**config.mk**
```make
export PLATFORM = sky130hd
export DESIGN_NAME = mux4_rr_scheduler
export DESIGN_NICKNAME = d
export VERILOG_FILES = /design/src/rtl/mux4_rr_scheduler.sv
export SDC_FILE = /design/constraint.sdc
export NUM_CORES = 1
export LEC_CHECK = 0
export BUFFER_PORTS_ARGS = -buffer_cell sky130_fd_sc_hd__buf_2
export CORE_ASPECT_RATIO = 1.25
export CORE_MARGIN = 3
export CORE_UTILIZATION = 40
export DETAILED_ROUTE_END_ITERATION = 12
export PLACE_DENSITY = 0.72
export SLEW_MARGIN = 30
export SYNTH_ARGS = -nofsm -noshare
export SYNTH_HDL_FRONTEND = slang
export SYNTH_SLANG_ARGS = --single-unit
```
**constraint.sdc**
```tcl
create_clock -name clk -period 2.1 [get_ports clk]
set_input_delay 0.105 -clock clk [delete_from_list [all_inputs] [get_ports clk]]
set_output_delay 0.105 -clock clk [all_outputs]
set_load 0.02 [all_outputs]
```
**src/rtl/mux4_rr_scheduler.sv**
```systemverilog
// Four-input round-robin scheduler with a single registered output slot.
// A winner is captured into y/s with a one-cycle gnt pulse; the slot drains when out_ready is high.
module mux4_rr_scheduler #(
    parameter int WIDTH = 4
) (
    input  logic             clk,
    input  logic             rst,
    input  logic [3:0]       req,
    input  logic [WIDTH-1:0] I0,
    input  logic [WIDTH-1:0] I1,
    input  logic [WIDTH-1:0] I2,
    input  logic [WIDTH-1:0] I3,
    input  logic             out_ready,
    output logic [3:0]       gnt,
    output logic [1:0]       s,
    output logic [WIDTH-1:0] y,
    output logic             out_valid
);

    typedef enum logic {
        IDLE = 1'b0,
        BUSY = 1'b1
    } state_t;

    state_t           state;
    state_t           state_next;
    logic [1:0]       ptr;
    logic [3:0]       eligible;
    logic             any_eligible;
    logic [1:0]       winner;
    logic [1:0]       cand;
    logic             found;
    logic             capture;
    logic             drain;
    logic [WIDTH-1:0] win_data;

    // A requester that is seeing its grant this cycle still shows stale req/data.
    assign eligible     = req & ~gnt;
    assign any_eligible = |eligible;

    always_comb begin
        winner = ptr;
        found  = 1'b0;
        cand   = ptr;
        for (int k = 0; k < 4; k++) begin
            cand = ptr + 2'(k);
            if (!found && eligible[cand]) begin
                winner = cand;
                found  = 1'b1;
            end
        end
    end

    always_comb begin
        win_data = I0;
        case (winner)
            2'd0:    win_data = I0;
            2'd1:    win_data = I1;
            2'd2:    win_data = I2;
            default: win_data = I3;
        endcase
    end

    always_comb begin
        state_next = state;
        capture    = 1'b0;
        drain      = 1'b0;
        case (state)
            IDLE: begin
                if (any_eligible) begin
                    capture    = 1'b1;
                    state_next = BUSY;
                end
            end
            BUSY: begin
                if (out_ready) begin
                    if (any_eligible) begin
                        capture = 1'b1;
                    end else begin
                        drain      = 1'b1;
                        state_next = IDLE;
                    end
                end
            end
            default: state_next = IDLE;
        endcase
    end

    // gnt falls back to zero every cycle so it is only ever a single-cycle pulse.
    always_ff @(posedge clk) begin
        if (rst) begin
            state     <= IDLE;
            ptr       <= 2'd0;
            s         <= 2'd0;
            y         <= '0;
            gnt       <= 4'b0000;
            out_valid <= 1'b0;
        end else begin
            state <= state_next;
            gnt   <= 4'b0000;
            if (capture) begin
                y         <= win_data;
                s         <= winner;
                gnt       <= 4'b0001 << winner;
                out_valid <= 1'b1;
                ptr       <= winner + 2'd1;
            end else if (drain) begin
                out_valid <= 1'b0;
            end
        end
    end

endmodule

```
==> impl_metrics.json <==
{
  "utilization_pct": 63.4,
  "die_y_um": 55.4,
  "use_met1_pct": 18.0,
  "rr_worst_depth": 8,
  "ys.flop_type": "dfxtp_1",
  "htreeDepth": 1,
  "synth_cell_types": 32,
  "tightestPinTransition_ps": 439,
  "cp-start-kind": "flop",
  "via_per_inst": 5.32,
  "wl_um": 1800,
  "async_reset_ff_share_pct": 0,
  "grt_use_total_pct": 14.9,
  "min_delay_path_depth": 2,
  "path_class": "reg2reg",
  "setup_viol": 0,
  "crit_fanout": 6,
  "seq_area_frac_synth_pct": 36.0,
  "yosys.area.top_type": "dfxtp_1",
  "core_area_um2": 1810,
  "drt_drc_violations_left": 0,
  "vdd_drop_max_mv": 0.624,
  "avgSynthCellArea_um2": 9.17,
  "via_count": 792,
  "cp-end-kind": "flop",
  "min_to": "ptr[1]",
  "met3_usage_pct": 1.95,
  "tns_ps": 0,
  "drive_gt1_share_pct": 49.2,
  "drt_first_iter_violations": 15,
  "cts.sinks": 14,
  "antenna_found_initial": 0,
  "cts_root_buf": "clkbuf_4",
  "diodes": 0,
  "grt_max_degree": 12,
  "wl_per_cell_um": 12.1,
  "grt-busiest-layer": "met2",
  "fin_nets": 158,
  "hold_slack_ps": 123,
  "yosysWarningCount": 0,
  "cts_tree": "built",
  "dp.cells": 144,
  "port_buffers": 33,
  "synth_top_cells_by_area": "dfxtp_1 (36%), ha_1 (6.4%), a222oi_1 (5.1%)",
  "hpwl_um": 1490,
  "p_leak_nw": 0.542,
  "syn_nets": 112,
  "grt_overflow": 0,
  "synth_edf_count": 0,
  "r2r-end": "y[3]",
  "maxSlewHeadroom_pct": 70.7,
  "synth_seq_cells": 14,
  "fin_cells": 149,
  "period_minus_slack_ps": 2000,
  "finalHoldViolCount": 0,
  "postRouteAntennaNets": 0,
  "rows": 17,
  "die-area_um2": 2520,
  "clock.fmax_mhz": 500,
  "grt_util_met2_pct": 25.5,
  "grt_pass1_wl_um": 2910,
  "fin_crit_sh_pct": 95.3,
  "initial_core_util_pct": 43.1,
  "clockBufferDepth": 2,
  "grt_pass1_vias": 734,
  "netlist.area_leader.share_pct": 36.0,
  "syn-cell-area_um2": 779,
  "gp_congestion": 0.811,
  "clk_latency_ps": 270,
  "cp_data_required_time_ps": 2270,
  "r2r-start": "gnt[2]",
  "drv_cap": 0,
  "outcome": "finished, final reports clean",
  "fin_skew_ps": 3.18,
  "synthCells": 85,
  "dr.pass1.iters": 4,
  "die_w_um": 45.5,
  "min-delay-start": "rst",
  "reg2reg_slack_ps": 100,
  "p_per_area_nw_per_um2": 1020,
  "rsz0062_at_grt": "false",
  "maxSlewViolCount": 0,
  "ios": 34,
  "cts_buffers": 3,
  "cts_hold_buf": 0,
  "area_growth_syn_to_layout_pct": 47.0,
  "hold_class": "in2reg",
  "clk_pin_slew_ps": 80,
  "cp.arrival_ps": 2170
}
[cells by family (layout without fill, tap and decap cells)]
family | count (synthesis) | in the layout | share of synthesized area [%]
buffers and inverters | 5 | 50 | 2.89
and+or+nand+nor | 31 | 31 | 21.7
DFF | 14 | 14 | 36.0
adders and majority gates | 4 | 4 | 6.42
AOI/OAI and AO/OA | 27 | 27 | 27.9
muxes | 4 | 4 | 5.14
[worst max-delay path by stage]
stage	end	depth (start not counted)	startpoint
floorplan	y[2]	9	gnt[0]
global placement	y[3]	9	gnt[0]
detailed placement	y[3]	9	gnt[0]
CTS	y[3]	9	gnt[3]
global route	y[3]	8	gnt[2]
finish	y[3]	8	gnt[2]
[what timing repair did]
item | 4_1_cts | 5_1_grt
setup endpoints to repair | 1 | 4
buffers inserted | 0 | 1
hold endpoints to repair | 0 | 0
pin swaps | 1 | 4
resized for setup | 4 | 13
[synth_stat cells (2+ instances only)]
cell type / count
a21oi_1: 3
ha_1: 4
a2bb2oi_1: 2
a211oi_1: 4
nor2b_1: 3
nand2b_1: 4
nor2_1: 10
dfxtp_1: 14
o21ai_0: 4
inv_1: 2
nand2_1: 8
mux2i_1: 4
a222oi_1: 4
[placed cells by master, fill, tap and decap left out, types with 2 or more instances in the layout]
cell	netlist	routed
dfxtp_2	0	2
nand2b_4	1	4
ha_1	4	2
a2bb2oi_4	0	2
nand2b_1	4	2
a21oi_1	3	3
o21ai_0	4	2
nor2b_1	3	3
nand2_1	8	8
ha_2	0	2
inv_1	2	2
mux2i_1	4	4
o21ai_1	1	3
clkbuf_4	0	3
dfxtp_1	14	11
buf_4	1	10
nor2_1	10	10
a222oi_1	4	4
buf_2	0	33
a211oi_1	4	4
[registers in the layout, indices dropped and copies added (netlist names)]
signal and count:
out_valid 1, state 1, y 4, gnt 4, s 2, ptr 2
[layout make-up]
class,count,area [um2]
clock buffers,4,36.3
flip-flops and latches,14,287
inverters,3,11.3
well taps,19,23.8
multi-input cells,66,548
fillers,161,662
repair buffers,43,240
[worst max-delay path, cell delays in order, from the launching register on]
cell       delay (ps)
dfxtp_1           310
nand2b_4          170
a311o_1           390
a2bb2oi_4         180
ha_1              260
a222oi_1          310
o21ai_1            90
mux2i_1           140
nor2_1             50
[routing by layer]
metal  share of wire [%]  wire [um]  up-vias
li1                    -          -      413
met1                  43        783      345
met2                  49        879       31
met3                 6.8        122        3
met4                 1.0         18        0
met5                   0          0        -
[through the flow]
step	setup slack (ps)	power, mW	cell area, um2
floorplan	29.8	0.727	786
finish	98.3	1.17	1150
global route	5.01	1.25	1150
CTS	11.0	1.13	1090
detailed placement	-13.1	0.915	1030
global placement	50.4	0.905	1030
[power breakdown]
part	internal (mW)	leakage, nW	switching (mW)	total, mW
sequential	0.327	0.117	0.0374	0.364
clock	0.105	0.0210	0.0844	0.190
combinational	0.302	0.404	0.314	0.616
total	0.735	0.542	0.435	1.17
Power figures use the tool's default switching activity.
